**src/rtl/reg_file_ctrl.sv**
```systemverilog
// reg_file_ctrl
//   Sequencer in front of a single-port register file. After reset it clears
//   every entry. It then turns READ / WRITE / SET / CLR requests into one or
//   two register-file cycles. SET and CLR run as atomic read-modify-writes.
//
// Ports
//   clk, rst_n                 clock, synchronous active-low reset
//   req_valid/req_ready        request handshake (ready only in IDLE)
//   req_op/req_addr/req_data   op (00 RD, 01 WR, 10 SET, 11 CLR), entry, data/mask
//   rsp_valid/rsp_ready        response handshake (READ/SET/CLR only)
//   rsp_data                   entry value before the operation
//   init_done                  clear sweep finished, sticky until reset
//   rf_wr_en/rf_addr/rf_wr_data/rf_rd_data   register-file port
module reg_file_ctrl #(
  parameter int WIDTH  = 3,
  localparam int ADDR_W = $clog2(WIDTH),
  localparam int DEPTH  = 2**ADDR_W
) (
  input  logic              clk,
  input  logic              rst_n,
  input  logic              req_valid,
  output logic              req_ready,
  input  logic [1:0]        req_op,
  input  logic [ADDR_W-1:0] req_addr,
  input  logic [WIDTH-1:0]  req_data,
  output logic              rsp_valid,
  input  logic              rsp_ready,
  output logic [WIDTH-1:0]  rsp_data,
  output logic              init_done,
  output logic              rf_wr_en,
  output logic [ADDR_W-1:0] rf_addr,
  output logic [WIDTH-1:0]  rf_wr_data,
  input  logic [WIDTH-1:0]  rf_rd_data
);

  localparam logic [1:0] OP_READ  = 2'b00;
  localparam logic [1:0] OP_WRITE = 2'b01;
  localparam logic [1:0] OP_SET   = 2'b10;
  localparam logic [1:0] OP_CLR   = 2'b11;

  typedef enum logic [2:0] {
    S_INIT,
    S_IDLE,
    S_RD,
    S_WR,
    S_RESP
  } state_e;

  state_e              state_q, state_d;
  logic [ADDR_W-1:0]   cnt_q, cnt_d;
  logic [1:0]          op_q;
  logic [ADDR_W-1:0]   addr_q;
  logic [WIDTH-1:0]    data_q;
  logic [WIDTH-1:0]    old_q;
  logic                init_done_q;
  logic [ADDR_W-1:0]   last_addr_q;

  // Next state and register-file drive
  always_comb begin
    state_d    = state_q;
    cnt_d      = cnt_q;
    req_ready  = 1'b0;
    rf_wr_en   = 1'b0;
    rf_addr    = last_addr_q;  // idle address holds its last value
    rf_wr_data = '0;
    unique case (state_q)
      S_INIT: begin
        rf_wr_en = 1'b1;
        rf_addr  = cnt_q;
        cnt_d    = cnt_q + ADDR_W'(1);
        if (cnt_q == ADDR_W'(DEPTH-1)) state_d = S_IDLE;
      end
      S_IDLE: begin
        req_ready = 1'b1;
        if (req_valid) state_d = (req_op == OP_WRITE) ? S_WR : S_RD;
      end
      S_RD: begin
        rf_addr = addr_q;
        state_d = (op_q == OP_READ) ? S_RESP : S_WR;
      end
      S_WR: begin
        rf_wr_en = 1'b1;
        rf_addr  = addr_q;
        unique case (op_q)
          OP_SET:  rf_wr_data = old_q | data_q;
          OP_CLR:  rf_wr_data = old_q & ~data_q;
          default: rf_wr_data = data_q;
        endcase
        state_d = (op_q == OP_WRITE) ? S_IDLE : S_RESP;
      end
      S_RESP: begin
        if (rsp_ready) state_d = S_IDLE;
      end
      default: state_d = S_INIT;
    endcase
  end

  always_ff @(posedge clk) begin
    if (!rst_n) begin
      state_q     <= S_INIT;
      cnt_q       <= '0;
      op_q        <= OP_READ;
      addr_q      <= '0;
      data_q      <= '0;
      old_q       <= '0;
      init_done_q <= 1'b0;
      last_addr_q <= '0;
    end else begin
      state_q     <= state_d;
      cnt_q       <= cnt_d;
      last_addr_q <= rf_addr;
      if (state_q == S_IDLE && req_valid) begin
        op_q   <= req_op;
        addr_q <= req_addr;
        data_q <= req_data;
      end
      // rf_rd_data is combinational and only meaningful while wr_en is low
      if (state_q == S_RD) old_q <= rf_rd_data;
      if (state_q == S_INIT && state_d == S_IDLE) init_done_q <= 1'b1;
    end
  end

  assign rsp_valid = (state_q == S_RESP);
  assign rsp_data  = old_q;
  assign init_done = init_done_q;

endmodule

```
**config.mk**
```make
export PLATFORM = sky130hd
export DESIGN_NAME = reg_file_ctrl
export DESIGN_NICKNAME = d
export VERILOG_FILES = /design/src/rtl/reg_file_ctrl.sv
export SDC_FILE = /design/constraint.sdc
export NUM_CORES = 1
export LEC_CHECK = 0
export CORE_AREA = 2 2 44 50
export DETAILED_ROUTE_END_ITERATION = 8
export DIE_AREA = 0 0 46 52
export GPL_ROUTABILITY_DRIVEN = 0
export PLACE_DENSITY = 0.79
export SLEW_MARGIN = 40
export SYNTH_ARGS = -nofsm -noshare
export SYNTH_HDL_FRONTEND = slang
export SYNTH_SLANG_ARGS = --single-unit
```
**constraint.sdc**
```tcl
create_clock -name clk -period 3.39 [get_ports clk]
set_input_delay 0.678 -clock clk [delete_from_list [all_inputs] [get_ports clk]]
set_output_delay 0.678 -clock clk [all_outputs]
set_load 0.05 [all_outputs]
```
==> impl_metrics.yaml, run 1 <==
synthesis:
  yosysMostFrequentCell: "dfxtp_1"
  synth_area_leaders: "dfxtp_1, mux2i_1, nor2b_1"
  yosys_warnings: 0
  syn_area_per_cell_um2: 8.41
  yosys.area.top_type: "dfxtp_1"
  synthesis.area_um2: 875
  syn-instance-count: 104
  syn-num-nets: 119
  async_flop_share_pct: 0
  yosysUniqueCellTypes: 24
  ys_seq_area_share_pct: 41.2
  ys_top_cells_by_count: "dfxtp_1, nor2b_1, o21ai_0"
  ys.flop_type: "dfxtp_1"
  synth_edf_count: 0
  ys_seq_elements: 18
  synth_top_area_share_pct: 41.2
clock_tree:
  tritoncts: "yes"
  ctsHoldBuffers: 0
  clkSinkCount: 18
  post_cts_resize_count: 0
  clk_pin_slew_ps: 100
  cts-buffers-inserted: 3
  root_buffer: "clkbuf_4"
  clock_tree.htree_level_count: 1
  clockBufferDepth: 2
  postCtsSetupBuffers: 0
  clock_latency_ps: 290
floorplanning:
  dieHeight_um: 52
  die_x_um: 46
  start_util_pct: 45.7
  dieArea_um2: 2390
  core_um2: 1910
  io_pins: 26
  num_rows: 17
drt:
  drt-total-wl_um: 1760
  dr.pass1.iters: 4
  wl_met1_um: 787
  highest_layer: "met4"
  drc: 0
  vias: 772
  met3_length_um: 77
  dr_wl_met2_um: 874
  drt_iter0_drc: 23
  detail_route.wl_per_cell_um: 12.1
  vias_per_cell: 5.29
  postRouteAntennaNets: 0
grt:
  grt_start_max_net_pins: 19
  antenna_found_initial: 0
  grt_pass1_wl_um: 3020
  grt_usage_pct: 17.1
  grt_pass1_vias: 708
  grt-ovfl-total: 0
critical_path:
  crit_arrival_ps: 2160
  crit_path_max_fanout: 13
  crit_path_top_delay_cell: "clkdlybuf4s50_1"
  crit_buf_inv: 1
  critPathCaptureType: "output port"
  crit_path_start_kind: "flop"
  path_cells: "nor2b_1, o21ai_0, o21ai_0, clkdlybuf4s50_1"
  crit_family: "buffers and inverters"
  required_ps: 2710
  slowest_delay_ps: 840
  path_class: "reg -> out"
  crit_top_cell: "o21ai_0"
pwr:
  leakage_nw: 0.416
  swShare_pct: 32.2
  pwr-share-clk_pct: 25.1
  seqPwrFrac_pct: 46.1
  p_per_area_nw_per_um2: 463
  peakVddDrop_mv: 0.368
  p_switching_mw: 0.172
  internal_power_mw: 0.363
  power_mw: 0.535
  power_frac_comb_pct: 28.8
timing:
  slew_headroom_pct: 65.4
  fin_skew_ps: 3.95
  final-setup-viol-count: 0
  max_slew.worst_pin.slew_ps: 518
  slew_viol_final: 0
  fin_crit_ps: 2840
  post-route-period-util_pct: 83.8
  layout_setup_ws_ps: 549
  hold_viol: 0
  max_freq_ghz: 0.352
  rsz0062_at_grt: "no"
  fin_tns_setup_ps: 0
final_layout:
  fin_util_pct: 60.4
  syn_to_final_growth_pct: 32.2
  regArea_um2: 360
  drive_above_1_share_pct: 4.72
  multiInputGateArea_um2: 474
  fin_area_um2: 1160
  n_fill_cell: 170
  antenna_cells: 0
  nNetsFinal: 143
job:
  drv_cap: 0
placement:
  dpl.hpwl_um: 1340
  io_buffers: 25
  placed_cell_area_um2: 1120
  dp_slack_ps: 904
hold_path:
  hp-class: "reg -> reg"
outcome:
  status: "complete, no violations"
## metal layers
layer | vias up | global-route usage (%)
met4 | 0 | 7.14
met3 | 2 | 2.08
met2 | 23 | 27.5
met5 | - | 0
li1 | 401 | -
met1 | 346 | 22.6
## power groups by stage
stage          Sequential, mW  Clock, mW  Combinational (mW)
5_1_grt                 0.249      0.147               0.167
6_report                0.247      0.134               0.154
3_3_place_gp            0.251          0               0.154
2_1_floorplan           0.252          0               0.102
3_5_place_dp            0.251          0               0.155
4_1_cts                 0.247      0.136               0.155
## metrics by stage
step,instances,hold slack [ps]
6_report,146,503
3_5_place_dp,142,482
4_1_cts,146,511
3_3_place_gp,142,480
5_1_grt,146,542
2_1_floorplan,104,483
## area by class of cell
| cell class | instances | share of cell area [%] |
|---|---|---|
| clock buffer | 4 | 3.14 |
| multi-input combinational | 77 | 41.0 |
| inverter | 3 | 0.974 |
| timing repair buffer | 25 | 21.6 |
| tap | 19 | 2.06 |
| sequential | 18 | 31.2 |
## state kept, by name (all words and copies together) (netlist names)
name         flops
state_q          3
last_addr_q      2
data_q           3
cnt_q            2
init_done        1
addr_q           2
rsp_data         3
op_q             2
## cell usage in the layout, fill, tap and decap left out
cell             count
clkdlybuf4s50_1     25
dfxtp_1             18
nor2b_1             10
o21ai_0             10
nand2_1              9
nor2_1               9
mux2i_1              8
a21oi_1              7
and2_1               5
inv_1                3
nand3b_1             3
a21boi_0             3
clkbuf_4             3
a22oi_1              2
nand2b_1             2
nor3b_1              2
nor2_2               1
nor3b_2              1
a221oi_1             1
nor3_1               1
xor2_1               1
o22ai_1              1
ha_1                 1
clkbuf_8             1
## tightest hold or removal path, cell delays in order, from the launching register on
cell and delay [ps]:
dfxtp_1 340, a21oi_1 40, nor2b_1 90
## cell families after synthesis
group                    synth area share [%]
AO/OA/AOI/OAI                            15.7
flip-flops                               41.2
XOR/XNOR                                 1.00
AND/OR/NAND/NOR                          26.9
multiplexers                             9.16
buffers and inverters                    4.58
adder cells (fa/ha/maj)                  1.43
## final timing paths
| check | to | depth (start not counted) | start | slack (ps) |
|---|---|---|---|---|
| setup / recovery | rf_addr[1] | 4 | state_q[0] | 550 |
| hold / removal | init_done | 2 | init_done | 500 |
| setup reg to reg | addr_q[0] | 4 | state_q[0] | 1760 |
| hold reg to reg | init_done | 2 | init_done | 500 |
No activity file was read; power rests on OpenSTA's default activity.
==> run 2, diff against run 1 <==
CORE_AREA = 2 2 48 54   (was 2 2 44 50)
DIE_AREA = 0 0 50 56   (was 0 0 46 52)
PLACE_DENSITY = 0.7   (was 0.79)
clock period = 2.4 ns   (was 3.39 ns; I/O delays follow)
==> impl_metrics.yaml, run 2 (synthesis results as in run 1) <==
outcome:
  status: "complete, no violations"
clock_tree:
  cts-buffers-inserted: 3
  post_cts_resize_count: 1
  clkSinkCount: 18
  ctsHoldBuffers: 0
  clock_tree.htree_level_count: 1
  clock_latency_ps: 290
  clk_pin_slew_ps: 90
  root_buffer: "clkbuf_4"
  tritoncts: "yes"
  postCtsSetupBuffers: 0
  clockBufferDepth: 2
timing:
  post-route-period-util_pct: 88.8
  hold_viol: 0
  rsz0062_at_grt: "no"
  fin_skew_ps: 5.20
  final-setup-viol-count: 0
  layout_setup_ws_ps: 268
  fin_tns_setup_ps: 0
  slew_headroom_pct: 67.0
  max_slew.worst_pin.slew_ps: 492
  max_freq_ghz: 0.469
  slew_viol_final: 0
  fin_crit_ps: 2130
grt:
  antenna_found_initial: 0
  grt_pass1_wl_um: 3190
  grt_usage_pct: 14.7
  grt-ovfl-total: 0
  grt_pass1_vias: 715
  grt_start_max_net_pins: 19
job:
  drv_cap: 0
critical_path:
  slowest_delay_ps: 520
  crit_arrival_ps: 1650
  crit_path_top_delay_cell: "dlygate4sd2_1"
  critPathCaptureType: "output port"
  crit_path_start_kind: "flop"
  required_ps: 1920
  path_cells: "nor2_2, nand2_1, inv_1, dlygate4sd2_1"
  crit_path_max_fanout: 13
  path_class: "reg -> out"
final_layout:
  fin_util_pct: 51.0
  final_cell_mix: "dfxtp_1, clkdlybuf4s50_1, nor2b_1, o21ai_0"
  regArea_um2: 360
  drive_above_1_share_pct: 9.52
  n_fill_cell: 229
  syn_to_final_growth_pct: 30.0
  final_common_cell: "dfxtp_1"
  nNetsFinal: 143
  multiInputGateArea_um2: 474
  antenna_cells: 0
  fin_area_um2: 1140
placement:
  io_buffers: 25
  dpl.hpwl_um: 1400
  dp_slack_ps: 328
  placed_cell_area_um2: 1120
floorplanning:
  dieArea_um2: 2800
  io_pins: 26
  dieHeight_um: 56
  num_rows: 18
  die_x_um: 50
  core_um2: 2230
  start_util_pct: 39.2
hold_path:
  hp-class: "reg -> reg"
pwr:
  leakage_nw: 0.425
  power_mw: 0.707
  peakVddDrop_mv: 0.486
  p_per_area_nw_per_um2: 622
drt:
  postRouteAntennaNets: 0
  drt-total-wl_um: 1840
  detail_route.wl_per_cell_um: 11.8
  drc: 0
  vias_per_cell: 4.92
  vias: 768
  dr.pass1.iters: 4
  drt_iter0_drc: 4
[run 2: power breakdown]
group          switching, mW  total (mW)  internal (mW)
logic                  0.125       0.214         0.0896
registers             0.0240       0.348          0.324
clock network         0.0862       0.145         0.0585
[run 2: worst paths after layout]
kind / start / to / slack (ps) / cells past startpoint
min: init_done / init_done / 510 / 2
max reg2reg: state_q[0] / data_q[1] / 710 / 4
max: state_q[0] / rsp_valid / 270 / 4
min reg2reg: init_done / init_done / 510 / 2
[run 2: final cells by class]
cell class	instances	area share [%]
inverter	3	0.990
sequential	18	31.7
clock buffer	3	1.98
tap	30	3.30
multi-input combinational	77	41.7
timing repair buffer	25	20.4
[run 2: worst max-delay path: cells and delay by family, from the launching register on]
kind | cells | cell delay [ps]
buffers and inverters | 2 | 590
DFF | 1 | 430
and+or+nand+nor | 2 | 350
[run 2: per-stage QoR]
step                      hold WS [ps]  cells
after floorplan                    483    104
after global placement             477    153
after detailed placement           483    153
after CTS                          515    156
after global routing               552    156
final                              513    156
[run 2: per-layer routing]
layer | up-vias | share of wire (%) | track usage, %
li1 | 397 | - | -
met1 | 351 | 49 | 20.4
met2 | 15 | 44 | 20.5
met3 | 5 | 4.0 | 2.96
met4 | 0 | 2.4 | 8.73
met5 | - | 0 | 0
==> run 3, diff against run 2 <==
PLACE_DENSITY = 0.67   (was 0.7)
==> impl_metrics.yaml, run 3 (synthesis results as in run 1) <==
critical_path:
  crit_path_max_fanout: 13
  path_class: "reg -> out"
  critPathCaptureType: "output port"
  crit_arrival_ps: 1570
  rrSetupSlack_ps: 710
  required_ps: 1920
  crit_path_start_kind: "flop"
timing:
  final-setup-viol-count: 0
  rsz0062_at_grt: "no"
  fin_hold_ws_ps: 514
  max_slew.worst_pin.slew_ps: 504
  max_freq_ghz: 0.489
  fin_crit_ps: 2050
  slew_viol_final: 0
  fin_skew_ps: 0.901
  fin_tns_setup_ps: 0
  hold_viol: 0
  slew_headroom_pct: 66.3
  post-route-period-util_pct: 85.3
job:
  drv_cap: 0
floorplanning:
  start_util_pct: 39.2
  dieHeight_um: 56
  num_rows: 18
  core_um2: 2230
  dieArea_um2: 2800
  die_x_um: 50
  io_pins: 26
drt:
  vias_per_cell: 4.83
  drt_iter0_drc: 10
  detail_route.wl_per_cell_um: 11.7
  postRouteAntennaNets: 0
  dr.pass1.iters: 2
  vias: 758
  drt-total-wl_um: 1840
  drc: 0
final_layout:
  final_cell_mix: "dfxtp_1, clkdlybuf4s50_1, nor2b_1, o21ai_0"
  n_fill_cell: 222
  drive_above_1_share_pct: 11.0
  final_common_cell: "dfxtp_1"
  fin_util_pct: 51.6
  fin_area_um2: 1150
  antenna_cells: 0
  syn_to_final_growth_pct: 31.5
  nNetsFinal: 143
clock_tree:
  clock_latency_ps: 290
  clock_tree.htree_level_count: 1
  clkSinkCount: 18
  tritoncts: "yes"
  clockBufferDepth: 2
  cts-buffers-inserted: 3
  post_cts_resize_count: 0
  ctsHoldBuffers: 0
  postCtsSetupBuffers: 0
  root_buffer: "clkbuf_4"
  clk_pin_slew_ps: 100
pwr:
  peakVddDrop_mv: 0.404
  leakage_nw: 0.429
  power_mw: 0.746
  p_per_area_nw_per_um2: 649
grt:
  grt_pass1_vias: 749
  antenna_found_initial: 0
  grt-ovfl-total: 0
  grt_usage_pct: 15.1
  grt_pass1_wl_um: 3220
  grt_start_max_net_pins: 19
placement:
  io_buffers: 25
  dpl.hpwl_um: 1380
  placed_cell_area_um2: 1110
hold_path:
  hp-class: "reg -> reg"
outcome:
  status: "complete, no violations"
-- run 3: cell types whose count changed in the layout (fill, tap and decap cells not counted) --
cell and delta:
buf_4 +1, clkbuf_8 +1, dlygate4sd2_1 -1
-- run 3: critical path, stage by stage, from the launching register on --
cell	delay [ps]
dfxtp_1	560
nor2b_1	260
o21ai_0	90
o21ai_0	120
buf_4	240
-- run 3: worst paths after layout --
kind              startpoint         end  cells past startpoint
setup reg to reg  state_q[0]   data_q[1]                      4
hold / removal     init_done   init_done                      2
setup / recovery  state_q[0]  rf_addr[0]                      4
hold reg to reg    init_done   init_done                      2
-- run 3: final cells by class --
cell class / count / area (um^2) / share of cell area (%)
clock buffers: 4 / 36.3 / 3.16
inverters: 3 / 11.3 / 0.979
multi-input cells: 77 / 474 / 41.2
flip-flops and latches: 18 / 360 / 31.3
well taps: 30 / 37.5 / 3.26
repair buffers: 25 / 230 / 20.0
-- run 3: report_power, final --
group          leakage, nW  switching [mW]  internal, mW
Combinational        0.262           0.124        0.0896
Sequential           0.146          0.0232         0.324
Clock               0.0210          0.0923        0.0925
-- run 3: per-layer routing --
metal,track usage (%),share of wire [%],vias up
li1,-,-,404
met1,19.3,46,336
met2,21.6,46,14
met3,4.03,4.6,4
met4,10.7,2.9,0
met5,0,0,-
-- run 3: metrics by stage --
stage | worst slack, ps | cells
floorplan | 110 | 104
global placement | 655 | 153
detailed placement | 603 | 153
CTS | 333 | 157
global route | 141 | 157
finish | 354 | 157
